<file path="config.mk">
export PLATFORM = sky130hd
export DESIGN_NAME = betting_round_ctrl
export DESIGN_NICKNAME = d
export VERILOG_FILES = /design/src/rtl/betting_round_ctrl_pkg.sv /design/src/rtl/betting_round_ctrl_seat_scan.sv /design/src/rtl/betting_round_ctrl.sv
export SDC_FILE = /design/constraint.sdc
export NUM_CORES = 1
export LEC_CHECK = 0
export BUFFER_PORTS_ARGS = -buffer_cell sky130_fd_sc_hd__buf_2
export CORE_UTILIZATION = 40
export CTS_BUF_LIST = sky130_fd_sc_hd__clkbuf_8
export CTS_CLUSTER_SIZE = 40
export DETAILED_ROUTE_END_ITERATION = 8
export RECOVER_POWER = 50
export SKIP_LAST_GASP = 1
export SLEW_MARGIN = 20
export SYNTH_ARGS = -nofsm -noshare
export SYNTH_HDL_FRONTEND = slang
export SYNTH_HIERARCHICAL = 1
export SYNTH_SLANG_ARGS = --single-unit
export TNS_END_PERCENT = 10
</file>
<file path="constraint.sdc">
create_clock -name clk -period 17.7 [get_ports clk]
set_input_delay 0.885 -clock clk [delete_from_list [all_inputs] [get_ports clk]]
set_output_delay 0.885 -clock clk [all_outputs]
set_load 0.1 [all_outputs]
</file>
<file path="src/rtl/betting_round_ctrl_pkg.sv">
// Shared poker types: stack width, default stack, betting actions and round states.
package betting_round_ctrl_pkg;

  // Sized so that a full table of default stacks fits without wrapping.
  localparam int unsigned MAX_STACK_W   = 16;
  localparam int unsigned DEFAULT_STACK = 1000;

  typedef enum logic [1:0] {
    ActFold      = 2'd0,
    ActCheckCall = 2'd1,
    ActRaise     = 2'd2
  } action_t;

  typedef enum logic [2:0] {
    StIdle,
    StPrompt,
    StCommit,
    StCapture,
    StAdvance,
    StDone,
    StPayout
  } bet_state_t;

  // Chip addition clamped at the largest representable amount.
  function automatic logic [MAX_STACK_W-1:0] sat_add(input logic [MAX_STACK_W-1:0] a,
                                                     input logic [MAX_STACK_W-1:0] b);
    logic [MAX_STACK_W:0] s;
    s = {1'b0, a} + {1'b0, b};
    return s[MAX_STACK_W] ? {MAX_STACK_W{1'b1}} : s[MAX_STACK_W-1:0];
  endfunction

endpackage

</file>
<file path="src/rtl/betting_round_ctrl_seat_scan.sv">
// Wrap-around finder: first seat at or after start_idx whose mask bit is set.
module betting_round_ctrl_seat_scan #(
  parameter int unsigned NUM_PLAYERS = 4,
  parameter int unsigned SEAT_W      = $clog2(NUM_PLAYERS)
) (
  input  logic [SEAT_W-1:0]      start_idx,
  input  logic [NUM_PLAYERS-1:0] mask,
  output logic [SEAT_W-1:0]      idx,
  output logic                   found
);

  int unsigned       j;
  logic [SEAT_W-1:0] cand;

  // Priority scan in seating order starting from start_idx.
  always_comb begin
    idx   = '0;
    found = 1'b0;
    j     = 0;
    cand  = '0;
    for (int unsigned i = 0; i < NUM_PLAYERS; i++) begin
      j    = (32'(start_idx) + i) % NUM_PLAYERS;
      cand = SEAT_W'(j);
      if (!found && mask[cand]) begin
        idx   = cand;
        found = 1'b1;
      end
    end
  end

endmodule

</file>
<file path="src/rtl/betting_round_ctrl.sv">
// Betting round sequencer: prompts seats, commits bets to players, tracks pot, pays winner.
module betting_round_ctrl
  import betting_round_ctrl_pkg::*;
#(
  parameter int unsigned NUM_PLAYERS = 4,
  parameter int unsigned SEAT_W      = $clog2(NUM_PLAYERS)
) (
  input  logic                                       clk,
  input  logic                                       reset_n,
  input  logic                                       start_round,
  input  logic [SEAT_W-1:0]                          dealer_idx,
  input  logic                                       action_valid,
  output logic                                       action_ready,
  input  logic [1:0]                                 action_type,
  input  logic [MAX_STACK_W-1:0]                     raise_amount,
  input  logic [NUM_PLAYERS-1:0][MAX_STACK_W-1:0]    seat_prev_bet,
  input  logic [NUM_PLAYERS-1:0][MAX_STACK_W-1:0]    seat_stack,
  output logic [NUM_PLAYERS-1:0]                     seat_en,
  output logic                                       seat_make_bet,
  output logic                                       seat_add_profit,
  output logic [MAX_STACK_W-1:0]                     seat_bet_amount,
  output logic [SEAT_W-1:0]                          acting_seat,
  output logic [MAX_STACK_W-1:0]                     current_bet,
  output logic [MAX_STACK_W-1:0]                     pot,
  output logic [NUM_PLAYERS-1:0]                     folded,
  output logic                                       round_done,
  output logic                                       one_left,
  input  logic                                       winner_valid,
  input  logic [SEAT_W-1:0]                          winner_idx
);

  bet_state_t                              state_q, state_d;
  logic [SEAT_W-1:0]                       acting_q, acting_d;
  logic [MAX_STACK_W-1:0]                  current_bet_q, current_bet_d;
  logic [MAX_STACK_W-1:0]                  pot_q, pot_d;
  logic [NUM_PLAYERS-1:0]                  folded_q, folded_d;
  logic [NUM_PLAYERS-1:0]                  acted_q, acted_d;
  logic [NUM_PLAYERS-1:0]                  allin_q, allin_d;
  logic [NUM_PLAYERS-1:0][MAX_STACK_W-1:0] contrib_q, contrib_d;
  logic                                    one_left_q, one_left_d;
  // Player strobes are registered so they cannot glitch while the state decodes.
  logic [NUM_PLAYERS-1:0]                  seat_en_q, seat_en_d;
  logic                                    make_bet_q, make_bet_d;
  logic                                    add_profit_q, add_profit_d;
  logic [MAX_STACK_W-1:0]                  bet_amount_q, bet_amount_d;

  logic [NUM_PLAYERS-1:0]  stack_nz, eligible;
  logic [SEAT_W-1:0]       first_seat, after_acting, scan_start, scan_idx;
  logic [NUM_PLAYERS-1:0]  scan_mask;
  logic                    scan_found, all_matched;
  logic [MAX_STACK_W-1:0]  cur_contrib, to_call, cap_bet, new_contrib;

  function automatic logic [NUM_PLAYERS-1:0] seat_onehot(input logic [SEAT_W-1:0] s);
    return NUM_PLAYERS'(1) << s;
  endfunction

  assign eligible     = ~folded_q & ~allin_q;
  assign first_seat   = SEAT_W'((32'(dealer_idx) + 32'd1) % NUM_PLAYERS);
  assign after_acting = SEAT_W'((32'(acting_q) + 32'd1) % NUM_PLAYERS);
  // IDLE scans the fresh stacks; ADVANCE scans the live eligibility mask.
  assign scan_start   = (state_q == StIdle) ? first_seat : after_acting;
  assign scan_mask    = (state_q == StIdle) ? stack_nz : eligible;
  assign cur_contrib  = contrib_q[acting_q];
  assign to_call      = current_bet_q - cur_contrib;
  assign cap_bet      = seat_prev_bet[acting_q];
  assign new_contrib  = sat_add(cur_contrib, cap_bet);

  betting_round_ctrl_seat_scan #(
    .NUM_PLAYERS (NUM_PLAYERS),
    .SEAT_W      (SEAT_W)
  ) u_seat_scan (
    .start_idx (scan_start),
    .mask      (scan_mask),
    .idx       (scan_idx),
    .found     (scan_found)
  );

  // Per-seat flags: non-empty stack and "acted and matched" for round closure.
  always_comb begin
    stack_nz    = '0;
    all_matched = 1'b1;
    for (int unsigned p = 0; p < NUM_PLAYERS; p++) begin
      stack_nz[p] = (seat_stack[p] != '0);
      if (eligible[p] && !(acted_q[p] && (contrib_q[p] == current_bet_q))) begin
        all_matched = 1'b0;
      end
    end
  end

  // Round FSM next-state, datapath updates and next player strobes.
  always_comb begin
    state_d       = state_q;
    acting_d      = acting_q;
    current_bet_d = current_bet_q;
    pot_d         = pot_q;
    folded_d      = folded_q;
    acted_d       = acted_q;
    allin_d       = allin_q;
    contrib_d     = contrib_q;
    one_left_d    = one_left_q;
    seat_en_d     = '0;
    make_bet_d    = 1'b0;
    add_profit_d  = 1'b0;
    bet_amount_d  = '0;
    case (state_q)
      StIdle: begin
        if (start_round) begin
          contrib_d     = '0;
          folded_d      = '0;
          acted_d       = '0;
          pot_d         = '0;
          current_bet_d = '0;
          one_left_d    = 1'b0;
          allin_d       = ~stack_nz;
          acting_d      = scan_idx;
          state_d       = ($countones(stack_nz) < 2) ? StDone : StPrompt;
        end
      end
      StPrompt: begin
        if (action_valid) begin
          case (action_type)
            ActCheckCall: begin
              if (to_call == '0) begin
                acted_d[acting_q] = 1'b1;
                state_d           = StAdvance;
              end else begin
                seat_en_d    = seat_onehot(acting_q);
                make_bet_d   = 1'b1;
                bet_amount_d = to_call;
                state_d      = StCommit;
              end
            end
            ActRaise: begin
              seat_en_d    = seat_onehot(acting_q);
              make_bet_d   = 1'b1;
              bet_amount_d = sat_add(to_call, raise_amount);
              state_d      = StCommit;
            end
            default: begin
              folded_d[acting_q] = 1'b1;
              state_d            = StAdvance;
            end
          endcase
        end
      end
      StCommit: state_d = StCapture;
      StCapture: begin
        // prev_bet already holds the amount the player could actually cover.
        contrib_d[acting_q] = new_contrib;
        pot_d               = sat_add(pot_q, cap_bet);
        acted_d[acting_q]   = 1'b1;
        if (seat_stack[acting_q] == '0) allin_d[acting_q] = 1'b1;
        if (new_contrib > current_bet_q) begin
          current_bet_d = new_contrib;
          acted_d       = seat_onehot(acting_q);
        end
        state_d = StAdvance;
      end
      StAdvance: begin
        if ($countones(~folded_q) == 1) begin
          one_left_d = 1'b1;
          state_d    = StDone;
        end else if (all_matched || !scan_found) begin
          state_d = StDone;
        end else begin
          acting_d = scan_idx;
          state_d  = StPrompt;
        end
      end
      StDone: begin
        if (winner_valid) begin
          if (pot_q != '0) begin
            seat_en_d    = seat_onehot(winner_idx);
            add_profit_d = 1'b1;
            bet_amount_d = pot_q;
            state_d      = StPayout;
          end else begin
            state_d = StIdle;
          end
        end
      end
      StPayout: begin
        pot_d   = '0;
        state_d = StIdle;
      end
      default: state_d = StIdle;
    endcase
  end

  // State and datapath registers; reset abandons any round in progress.
  always_ff @(posedge clk or negedge reset_n) begin
    if (!reset_n) begin
      state_q       <= StIdle;
      acting_q      <= '0;
      current_bet_q <= '0;
      pot_q         <= '0;
      folded_q      <= '0;
      acted_q       <= '0;
      allin_q       <= '0;
      contrib_q     <= '0;
      one_left_q    <= 1'b0;
      seat_en_q     <= '0;
      make_bet_q    <= 1'b0;
      add_profit_q  <= 1'b0;
      bet_amount_q  <= '0;
    end else begin
      state_q       <= state_d;
      acting_q      <= acting_d;
      current_bet_q <= current_bet_d;
      pot_q         <= pot_d;
      folded_q      <= folded_d;
      acted_q       <= acted_d;
      allin_q       <= allin_d;
      contrib_q     <= contrib_d;
      one_left_q    <= one_left_d;
      seat_en_q     <= seat_en_d;
      make_bet_q    <= make_bet_d;
      add_profit_q  <= add_profit_d;
      bet_amount_q  <= bet_amount_d;
    end
  end

  assign action_ready    = (state_q == StPrompt);
  assign round_done      = (state_q == StDone);
  assign seat_en         = seat_en_q;
  assign seat_make_bet   = make_bet_q;
  assign seat_add_profit = add_profit_q;
  assign seat_bet_amount = bet_amount_q;
  assign acting_seat     = acting_q;
  assign current_bet     = current_bet_q;
  assign pot             = pot_q;
  assign folded          = folded_q;
  assign one_left        = one_left_q;

endmodule

</file>
# Word-level counts from Yosys, hierarchy flattened
# Index checks and enable logic that the tools add are counted.
# word_totals
regBits	136
input_bits	155
output_inout_bits	63
# classes
n_addsub	15
order_cmp	8
eq_ne	24
shift	2
n_mux	90
bitwise	7
reduce_logical	44
# op_table
operator	count
2-to-1 mux 16 bit	13
case mux 64 bit (2 select lines)	1
binary-select mux 16 bit (select 2 bit)	3
case mux 16 bit (2 select lines)	3
nonzero test 16 bit	5
bitwise mux 64 bit	1
equality test 16 bit	4
2-to-1 mux 64 bit	1
2-to-1 mux 4 bit	14
adder 16 x 16 -> 17 bit	3
case mux 16 bit (3 select lines)	1
demux 16 bit (select 2 bit)	1
zero test 16 bit	2
case mux 4 bit (2 select lines)	4
2-to-1 mux 3 bit	8
2-to-1 mux 1 bit	21
case mux 3 bit (6 select lines)	1
> comparator 16 bit	1
2-to-1 mux 2 bit	8
!= test 2 bit, second input constant	8
subtractor 16 bit	1
< comparator 2 x 3 -> 1 bit, second input constant	5
logical AND 1 bit	12
inverter 4 bit	3
other kinds (31)	66

# Logic depth before layout (Yosys ltp)
# Gate-level depths: netlist of run 1.
# logic_depth
depth_word	20
depth_mapped	26

# Cells and area by module
# The synthesis of run 1 kept the hierarchy.
# modules_own_cells
module	n_inst	cells_each	area_each_um2
betting_round_ctrl	1	1161	10577.6
betting_round_ctrl_seat_scan	1	15	77.6

# Worst setup path after synthesis of run 1
# Ideal clock, no wire load.
# synth_path
kind	flip-flop to flip-flop
from	register acting_q[0], in the netlist acting_seat[0]
to	register current_bet_q[12], in the netlist current_bet[12]
setup_ns	0.066
t_arrival_ns	6.456
required_time_ns	17.634
slack_ns	11.178
stages_incl_launch_ff	26
synth_period_minus_slack_ns	6.522
cell_sequence	dfrtp_1 > buf_1 > buf_1 > mux4_2 > ha_1 > fa_1 > a21oi_1 > o21bai_1 > a21oi_1 > o211ai_1 > nand2_1 > o21bai_1 > o21a_1 > clkbuf_1 > nor2_1 > inv_1 > ha_1 > a21o_1 > a21o_1 > a21oi_1 > nor2_1 > a211oi_1 > a211oi_1 > nor2_1 > clkbuf_1 > a22o_1
# synth_via
elab_chain_cells	7
# synth_lines
item	line_no	rtl
from (decl)	betting_round_ctrl.sv:33	logic [SEAT_W-1:0] acting_q, acting_d;
from (signal assigned)	betting_round_ctrl.sv:208	acting_q <= acting_d;
binary-select mux 16 bit (select 2 bit) (on tied branches)	betting_round_ctrl.sv:63, betting_round_ctrl.sv:65	
2-to-1 mux 16 bit (on tied branches)	betting_round_ctrl.sv:63, betting_round_ctrl.sv:65	
adder 16 x 16 -> 17 bit *	betting_round_ctrl_pkg.sv:28	s = {1'b0, a} + {1'b0, b};
2-to-1 mux 16 bit *	betting_round_ctrl_pkg.sv:29	return s[MAX_STACK_W] ? {MAX_STACK_W{1'b1}} : s[MAX_STACK_W-1:0];
> comparator 16 bit	betting_round_ctrl.sv:153	if (new_contrib > current_bet_q) begin
!= test 2 bit (no line)	-	
AND reduction 3 bit (no line)	-	
to (signal assigned)	betting_round_ctrl.sv:209	current_bet_q <= current_bet_d;
to (decl)	betting_round_ctrl.sv:34	logic [MAX_STACK_W-1:0] current_bet_q, current_bet_d;
# Every way passes the cells marked *; elsewhere a longest branch is shown, timed or not. The select of a mux whose other input is x is not followed.
# A chain may end at the register's enable or synchronous reset.

==> results of run 1 <==
layout by cell type, fill, tap and decap left out, types with 15 or more instances in the layout:
master | synthesis | routed
clkbuf_1 | 47 | 31
xor2_1 | 15 | 15
mux4_2 | 32 | 32
buf_2 | 1 | 188
nand3_1 | 23 | 23
nand4_1 | 21 | 21
a22o_1 | 30 | 30
xnor2_1 | 98 | 98
nor2_1 | 70 | 66
a21o_1 | 25 | 25
nand2_1 | 108 | 108
a21oi_1 | 67 | 67
ha_1 | 83 | 83
inv_1 | 78 | 80
dfrtp_1 | 136 | 134
nor4_1 | 25 | 25
o21ai_0 | 111 | 110
clkbuf_8 | 0 | 18
cell type report:
class	count	area share (%)
repair buffers	230	9.16
clock inverters	13	1.46
well taps	335	3.37
inverters	79	2.38
flip-flops and latches	136	27.4
multi-input cells	906	54.3
clock buffers	18	1.99
metal layers:
layer / part of all wire (%) / global-route usage, % / up-vias
met5: 0 / 0 / -
met4: 3.2 / 11.1 / 0
met3: 6.4 / 4.90 / 68
met2: 48 / 44.5 / 375
met1: 42 / 33.2 / 4809
li1: - / - / 4659
cell usage after synthesis (all sizes together) (5+ instances only):
cell / n / area share, %
or2: 5 / 0.29
nand3: 23 / 1.1
a21oi: 67 / 3.1
a22oi: 14 / 0.99
o21bai: 7 / 0.49
a311oi: 5 / 0.41
inv: 79 / 2.8
and2: 7 / 0.41
a32oi: 5 / 0.41
dfrtp: 136 / 32
mux2: 10 / 1.1
nand2: 108 / 3.8
o21a: 12 / 0.85
o21ai: 113 / 5.4
or3: 11 / 0.69
a31oi: 6 / 0.35
xnor2: 98 / 8.1
nor2: 70 / 2.5
a22o: 30 / 2.5
clkbuf: 47 / 1.7
nand2b: 12 / 0.70
buf: 8 / 0.29
fa: 6 / 1.1
ha: 83 / 9.7
nor4: 26 / 1.6
nor3: 12 / 0.56
a21o: 25 / 1.8
o211ai: 9 / 0.63
and3: 10 / 0.59
xor2: 15 / 1.2
nand4: 21 / 1.2
nor2b: 12 / 0.70
mux4: 32 / 6.8
a211oi: 9 / 0.82
cells by family (layout without fill, tap and decap cells):
family | count (synthesis) | count (layout) | synth area share [%]
AOI/OAI and AO/OA | 334 | 334 | 20.4
and+or+nand+nor | 326 | 326 | 14.8
DFF | 136 | 136 | 31.9
buffers and inverters | 134 | 340 | 4.73
xor gates and xnor gates | 113 | 113 | 9.29
adders and majority gates | 89 | 89 | 10.9
muxes | 44 | 44 | 8.01
stage by stage:
step	hold slack (ns)	setup WS, ns
3_5_place_dp	0.489	10.97
5_1_grt	0.563	9.14
6_report	0.509	10.55
4_1_cts	0.410	10.95
2_1_floorplan	0.466	11.18
3_3_place_gp	0.481	11.12
final timing paths:
| path | startpoint | endpoint | slack (ns) | depth (start not counted) |
|---|---|---|---|---|
| hold reg to reg | one_left | one_left | 0.51 | 2 |
| setup / recovery | reset_n | acting_seat[1] | 10.55 | 2 |
| max in group clk | acting_seat[0] | current_bet[5] | 10.93 | 23 |
| setup reg to reg | acting_seat[0] | current_bet[5] | 10.93 | 23 |
| min in group asynchronous | reset_n | seat_add_profit | 1.65 | 1 |
| hold / removal | one_left | one_left | 0.51 | 2 |
sequential cells by signal (all words and copies together) (netlist names):
name / flops
state_q: 3
seat_make_bet: 1
seat_bet_amount: 16
acted_q: 4
current_bet: 16
acting_seat: 2
folded: 4
pot: 16
allin_q: 4
seat_en: 4
contrib_q: 64
one_left: 1
seat_add_profit: 1
==> out/results.ini, run 1 <==
[global_routing]
grt_overflow_total=0
antenna_found_initial=0
grt_max_degree=74
grt_pass1_wl_um=54200
grt_usage_pct=26.5
first_global_vias=9659

[yosys]
yosys_warnings=6
synthArstFlopShare_pct=100
ys_seq_area_share_pct=31.9
avgSynthCellArea_um2=9.06
synth.distinct_cells=67
synth.cell_area_um2=10700
synthesis.instances=1176
synth-edff-count=0
syn_nets=1420
ys.flop_type=dfrtp_1
ys_ff_latch=136

[critical_path]
critPathTopFamily=buffers and inverters
required_ns=17.01
crit_chain=clkbuf_1 > clkbuf_1
critPathMaxStageDelay_ns=3.02
worst-path-buf-inv=2
crit_path_frequent_cell=clkbuf_1
worst_setup_path_end_kind=asynchronous set/reset pin
crit_type=input pin to asynchronous set/reset pin
critPathLaunchType=input pin
cp.arrival_ns=6.46
critPathSlowestCell=clkbuf_1
worstPathMaxFanout=73

[clock_network]
clkLatencyLatePin_ns=0.46
cts_resized=0
clk_pin_slew_ns=0.08
htreeDepth=4
ctsHoldBuffers=0
cts.sinks=136
cts_tree=yes
cts_setup_buffers=0
cts_max_path_buffers=2
cts-root-buf=clkbuf_8
numCtsBuffers=17

[timing]
max_freq_ghz=0.140
setup_viol=0
hold_viol_final=0
grt_setup_unrepaired=false
skew_ns=0.0172
min_period_over_period_pct=40.4
fin_tns_setup_ns=0
worst_pin_slew_ns=4.08
min_period_ns=7.15
slew_headroom_pct=-172
finalMaxSlewViolations=139

[finish]
area_growth_pct=16.8
final_area_um2=12400
num_antenna_cells=0
fillers=2529
regArea_um2=3410
nets=1614
multi_input_area_um2=6760
drive_gt1_share_pct=21.1
stdcell_count=1717
post-route-util_pct=47.8

[route]
drc=0
vias_per_cell=5.77
drt_iter0_markers=792
ant_nets=0
drt_wl_total_um=35500
vias=9911
dr.pass1.iters=5
wire_per_inst_um=20.7

[run]
maxCapViolCount=2

[floorplan]
io_pins=218
dieHeight_um=165
row_count=59
die_w_um=165
die_area_um2=27300
start_util_pct=40.9
coreArea_um2=26100

[status]
status=finished, violations left
violations=capacitance limit, slew limit

[placed_design]
place_hpwl_um=27400
portBuffers=217
place_congestion=0.910
dpl_cell_area_um2=12100
place_inst=1686

[hold_path]
hold_class=register to register

Power of run 1 is left out: the tool's default activity adds up to more than one toggle a clock period on the data nets, which glitch-free logic cannot reach.
==> run 2: changes to the inputs <==
--- a/config.mk
+++ b/config.mk
@@ -5,6 +5,7 @@
 export SDC_FILE = /design/constraint.sdc
 export NUM_CORES = 1
 export LEC_CHECK = 0
+export ABC_AREA = 1
 export BUFFER_PORTS_ARGS = -buffer_cell sky130_fd_sc_hd__buf_2
 export CORE_UTILIZATION = 40
 export CTS_BUF_LIST = sky130_fd_sc_hd__clkbuf_8
==> constraint.sdc (replaced) <==
create_clock -name clk -period 6.85 [get_ports clk]
set_input_delay 0.3425 -clock clk [delete_from_list [all_inputs] [get_ports clk]]
set_output_delay 0.3425 -clock clk [all_outputs]
set_load 0.1 [all_outputs]
==> run 2 against run 1 <==
The run still ends with capacitance limit, slew limit left. Register-to-register slack got worse by 10 ns. Critical path depth grew 27. Critical endpoint is now current_bet[1]. Clock skew rose by 0.00075 ns. Core utilization shrank 0.48 points. Clock-buffer cell count shrank 1. Global-route usage rose by 2.2 points. Synthesized cell count is 49% higher. Sequential share of layout area decreased by 2.5 points. Worst setup slack got worse by 9.6 ns. Cell count is 37% higher. First-iteration DRC count grew 35%.
==> out/results.ini, run 2 <==
[route]
drc=0  ; unchanged
vias=12800  ; +29%
ant_nets=0  ; unchanged
drt_iter0_markers=1070  ; +35%
vias_per_cell=5.44  ; -5.7%
drt_wl_total_um=43600  ; +23%
dr.pass1.iters=5  ; unchanged
wire_per_inst_um=18.6  ; -10%

[yosys]
avgSynthCellArea_um2=6.77  ; -25%
synth_area_leaders=dfrtp_1, nand2_1, ha_1
yosysTopAreaCell=dfrtp_1
ys_ff_latch=136  ; unchanged
synth_compound_area_share_pct=19.7  ; -0.63 points
synth_common_cells=nand2_1, inv_1, dfrtp_1, o21ai_0, nor2_1
yosys_warnings=6  ; unchanged
synth_mux_area_share_pct=0  ; -8.0 points
synth.distinct_cells=53  ; -21%
syn_nets=1999  ; +41%
synth.cell_area_um2=11900  ; +12%
synthArstFlopShare_pct=100  ; unchanged
synth_xor_area_share_pct=3.83  ; -5.5 points
synthesis.instances=1755  ; +49%
ys.flop_type=dfrtp_1
ys_seq_area_share_pct=28.6  ; -3.3 points
synthAdderAreaFrac_pct=9.75  ; -1.1 points
synth-simple-area-share_pct=27.7  ; +13 points
synth.most_common_cell=nand2_1
synth_top_cell_area_share_pct=28.6  ; -3.3 points
synth-edff-count=0  ; unchanged
synth_top_family_by_area=simple AND/OR/NAND/NOR gates

[finish]
largest_reg_flops=64  ; unchanged
stdcell_count=2350  ; +37%
fillers=3058  ; +21%
nets=2196  ; +36%
regArea_um2=3400  ; about the same
drive_gt1_share_pct=12.7  ; -8.5 points
post-route-util_pct=47.3  ; -0.48 points
layout_commonest_cell=nand2_1
regMostFlops=contrib_q
mostFrequentLayoutCells=nand2_1, inv_1, buf_2
final_area_um2=13700  ; +9.9%
area_growth_pct=15.1
multi_input_area_um2=7260  ; +7.4%

[global_routing]
antenna_found_initial=1  ; +1
grt_pass1_wl_um=67600  ; +25%
grt_overflow_total=0  ; unchanged
grt_usage_pct=28.7  ; +2.2 points
grt_max_degree=87  ; +18%
first_global_vias=12100  ; +25%

[timing]
grt_setup_unrepaired=false
fin_tns_setup_ns=0  ; unchanged
skew_ns=0.0179  ; +0.000755 ns
finalMaxSlewViolations=87  ; -37%
min_period_over_period_pct=85.8
worst_pin_slew_ns=4.81  ; +0.728 ns
hold_viol_final=0  ; unchanged
min_period_ns=5.88
slew_headroom_pct=-221  ; -49 points
setup_viol=0  ; unchanged
max_freq_ghz=0.170

[clock_network]
clkLatencyLatePin_ns=0.47  ; about the same
cts.sinks=136  ; unchanged
htreeDepth=4  ; unchanged
cts_max_path_buffers=2  ; unchanged
cts-root-buf=clkbuf_8
cts_tree=yes
numCtsBuffers=17  ; unchanged
cts_setup_buffers=0  ; unchanged
clk_pin_slew_ns=0.10  ; +0.02 ns

[run]
maxCapViolCount=1  ; -1

[status]
violations=capacitance limit, slew limit
status=finished, violations left

[placed_design]
place_hpwl_um=34300  ; +25%
place_congestion=0.993  ; +9.2%
portBuffers=217  ; unchanged
dpl_cell_area_um2=13300  ; +10%
place_inst=2316  ; +37%

[critical_path]
crit_path_frequent_cell=nand2_1
crit_type=register to register
r2r-end=current_bet[1]
critPathMaxStageDelay_ns=0.63  ; -2.39 ns
endpoint=current_bet[1]
critPathLaunchType=register
worst_setup_path_end_kind=register
critPathLaunch=acting_seat[0]
required_ns=7.17  ; -9.84 ns
cp.arrival_ns=6.20  ; -0.26 ns
r2r-start=acting_seat[0]
critPathSlowestCell=inv_1
worstPathMaxFanout=33  ; -55%
worstRegToRegCells=29  ; +26%
worst-r2r-setup-slack_ns=0.97  ; -9.96 ns

[floorplan]
row_count=62  ; +5.1%
dieHeight_um=174  ; +5.6%
coreArea_um2=28900  ; +11%
die_w_um=174  ; +5.6%
io_pins=218  ; unchanged
die_area_um2=30400  ; +11%
start_util_pct=41.1  ; +0.20 points

[hold_path]
hold_class=input pin to register
holdPathStages=4  ; +2

-- run 2: metal layers --
layer,global-route usage (%),vias to the layer above,share of wire [%]
met3,3.61,77,7.2
met5,0,-,0
met2,45.1,550,45
met1,40.0,5949,45
met4,10.8,0,3.3
li1,-,6214,-
-- run 2: repair_timing --
item                                    CTS  global route
endpoints found under the hold margin    85             0
hold buffers                              1             0
endpoints found under the setup margin    0             0
resized for setup                         0             0
-- run 2: how the worst min path moves through the flow --
stage / start / to / slack [ns]
3_5_place_dp: reset_n / contrib_q[31] / 0.48
5_1_grt: winner_valid / state_q[2] / 0.18
2_1_floorplan: reset_n / acted_q[0] / 0.05
4_1_cts: winner_valid / state_q[2] / 0.16
6_report: winner_valid / state_q[2] / 0.17
3_3_place_gp: reset_n / contrib_q[18] / 0.48
-- run 2: cell type report --
class	instances	share of cell area, %
tap	384	3.51
timing repair buffer	232	8.25
clock inverter	15	1.40
clock buffer	17	1.71
antenna	1	0.0183
inverter	263	7.21
multi-input combinational	1302	53.0
sequential	136	24.9
-- run 2: worst max-delay path: cells and delay by family (launching register included) --
| family | cells | cell delay [ns] |
|---|---|---|
| fa+ha+maj | 2 | 0.73 |
| flops | 1 | 0.48 |
| simple gates | 11 | 1.20 |
| buf+inv | 6 | 1.44 |
| compound gates | 10 | 1.85 |
-- run 2: per-stage QoR --
step	setup WS [ns]	hold slack, ns
6_report	0.975	0.171
3_5_place_dp	0.982	0.479
3_3_place_gp	1.08	0.480
4_1_cts	0.970	0.163
2_1_floorplan	1.73	0.0469
5_1_grt	0.359	0.178
-- run 2: logic make-up (layout without fill, tap and decap cells) --
group                      count (synthesis)  count (layout)
AOI/OAI and AO/OA                        396             396
xor gates and xnor gates                  52              52
other                                      0               1
adders and majority gates                 89              89
DFF                                      136             136
and+or+nand+nor                          765             765
buffers and inverters                    317             527
Power of run 2 is left out for the same reason.
==> run 3: changes to the inputs <==
==> constraint.sdc (replaced) <==
create_clock -name clk -period 7.3 [get_ports clk]
set_input_delay 0.365 -clock clk [delete_from_list [all_inputs] [get_ports clk]]
set_output_delay 0.365 -clock clk [all_outputs]
set_load 0.1 [all_outputs]
==> run 3 against run 2 <==
Register-to-register slack about the same. Critical path type unchanged. Design area down 0.11%. Global-route usage up 0.47 points. Clock-buffer cell count up 2. Largest cell class unchanged. Die area unchanged. Critical endpoint unchanged. Core utilization down 0.052 points. Fmax down 7.3%. Critical path depth down 3. The run still ends with capacitance limit, slew limit left. Clock skew up 0.0029 ns. Non-clock buffer count down 1. Sequential share of layout area about the same.
==> out/results.ini, run 3 (synthesis results as in run 2) <==
[clock_network]
cts_tree=yes
cts-root-buf=clkbuf_8
cts_resized=0  ; unchanged
numCtsBuffers=17  ; unchanged
clk_pin_slew_ns=0.10  ; about the same
cts_max_path_buffers=2  ; unchanged
htreeDepth=4  ; unchanged
cts.sinks=136  ; unchanged
cts_setup_buffers=0  ; unchanged
clkLatencyLatePin_ns=0.49  ; +0.02 ns

[floorplan]
dieHeight_um=174  ; unchanged
row_count=62  ; unchanged
die_area_um2=30400  ; unchanged
coreArea_um2=28900  ; unchanged
die_w_um=174  ; unchanged
io_pins=218  ; unchanged
start_util_pct=41.1  ; unchanged

[finish]
layout_commonest_cell=nand2_1
largest_reg_flops=64  ; unchanged
num_antenna_cells=0  ; -1
mostFrequentLayoutCells=nand2_1, inv_1, buf_2
area_growth_pct=15.0
nets=2195  ; -0.046%
regMostFlops=contrib_q
drive_gt1_share_pct=12.7  ; +0.057 points
fillers=3044  ; -0.46%
post-route-util_pct=47.2  ; -0.052 points

[global_routing]
grt_overflow_total=0  ; unchanged
antenna_found_initial=0  ; -1
grt_max_degree=81  ; -6.9%
first_global_vias=12100  ; +0.55%
grt_usage_pct=29.1  ; +0.47 points
grt_pass1_wl_um=68500  ; +1.3%

[critical_path]
critPathLaunch=acting_seat[0]
crit_path_frequent_cell=nand2_1
required_ns=7.63  ; +0.46 ns
r2r-start=acting_seat[0]
critPathSlowestCell=clkinv_1
worst_setup_path_end_kind=register
worstPathMaxFanout=30  ; -9.1%
worstRegToRegCells=26  ; -10%
critPathLaunchType=register
cp.arrival_ns=6.66  ; +0.46 ns
critPathMaxStageDelay_ns=0.72  ; +0.09 ns
crit_type=register to register

[timing]
min_period_over_period_pct=86.8  ; +1.0 points
fin_tns_setup_ns=0  ; unchanged
worst_pin_slew_ns=4.68  ; -0.136 ns
setup_viol=0  ; unchanged
hold_viol_final=0  ; unchanged
grt_setup_unrepaired=false
slew_headroom_pct=-212  ; +9.1 points
finalMaxSlewViolations=81  ; -6.9%
skew_ns=0.0209  ; +0.00293 ns
max_freq_ghz=0.158  ; -7.3%
min_period_ns=6.34  ; +0.461 ns

[hold_path]
hold_class=input pin to register
holdPathStages=4  ; unchanged
hold_path_startpoint=winner_valid

[route]
wire_per_inst_um=18.7  ; +0.96%
vias=12800  ; -0.15%
dr.pass1.iters=5  ; unchanged
drt_wl_total_um=44000  ; +0.87%
drc=0  ; unchanged
ant_nets=0  ; unchanged
vias_per_cell=5.44  ; about the same
drt_iter0_markers=1218  ; +14%

[placed_design]
place_hpwl_um=34700  ; +0.91%
portBuffers=217  ; unchanged
place_congestion=0.957  ; -3.7%

[status]
status=finished, violations left
violations=capacitance limit, slew limit

[run]
maxCapViolCount=1  ; unchanged

-- run 3: cell count changes in the layout (fill, tap and decap cells not counted), sizes merged --
cell,delta
buf,+1
bufinv,-1
clkinvlp,-3
clkinv,+2
diode,-1
-- run 3: metal layers --
layer	routed length, µm	global-route usage [%]	share of wire, %
met1	19900	40.5	45
met2	19600	45.7	45
met3	3020	4.44	6.9
met4	1460	10.5	3.3
met5	0	0	0
-- run 3: layout make-up --
type	count	area [µm²]	area share (%)
clock buffer	19	262	1.91
clock inverter	13	156	1.14
inverter	263	987	7.22
multi-input combinational	1302	7260	53.1
sequential	136	3400	24.9
tap	384	480	3.52
timing repair buffer	231	1120	8.22
-- run 3: repair_timing --
| action | in CTS | in global routing |
|---|---|---|
| hold buffers | 1 | 0 |
| setup endpoints to repair | 0 | 0 |
| endpoints found under the hold margin | 79 | 0 |
-- run 3: per-stage QoR --
| step | instance area [µm²] | setup WS, ns | hold slack, ns | std cells |
|---|---|---|---|---|
| floorplan | 11900 | 2.18 | 0.0694 | 1755 |
| global placement | 13300 | 1.30 | 0.480 | 2315 |
| detailed placement | 13300 | 1.06 | 0.482 | 2315 |
| CTS | 13700 | 1.03 | 0.190 | 2348 |
| global route | 13700 | 0.475 | 0.203 | 2348 |
| finish | 13700 | 0.964 | 0.205 | 2348 |
-- run 3: worst max-delay path: cells and delay by family, from the launching register on --
| kind | cells | cell delay (ns) |
|---|---|---|
| DFF | 1 | 0.49 |
| AOI/OAI and AO/OA | 8 | 1.85 |
| and+or+nand+nor | 12 | 1.36 |
| buffers and inverters | 3 | 1.42 |
| adders and majority gates | 3 | 1.02 |
-- run 3: worst paths after layout --
kind / to / slack (ns)
max: current_bet[1] / 0.96
min: state_q[2] / 0.20
max reg2reg: current_bet[1] / 0.96
min reg2reg: one_left / 0.51
max in group asynchronous: current_bet[9] / 2.02
min in group asynchronous: contrib_q[62] / 2.12
Power of run 3 is left out for the same reason.
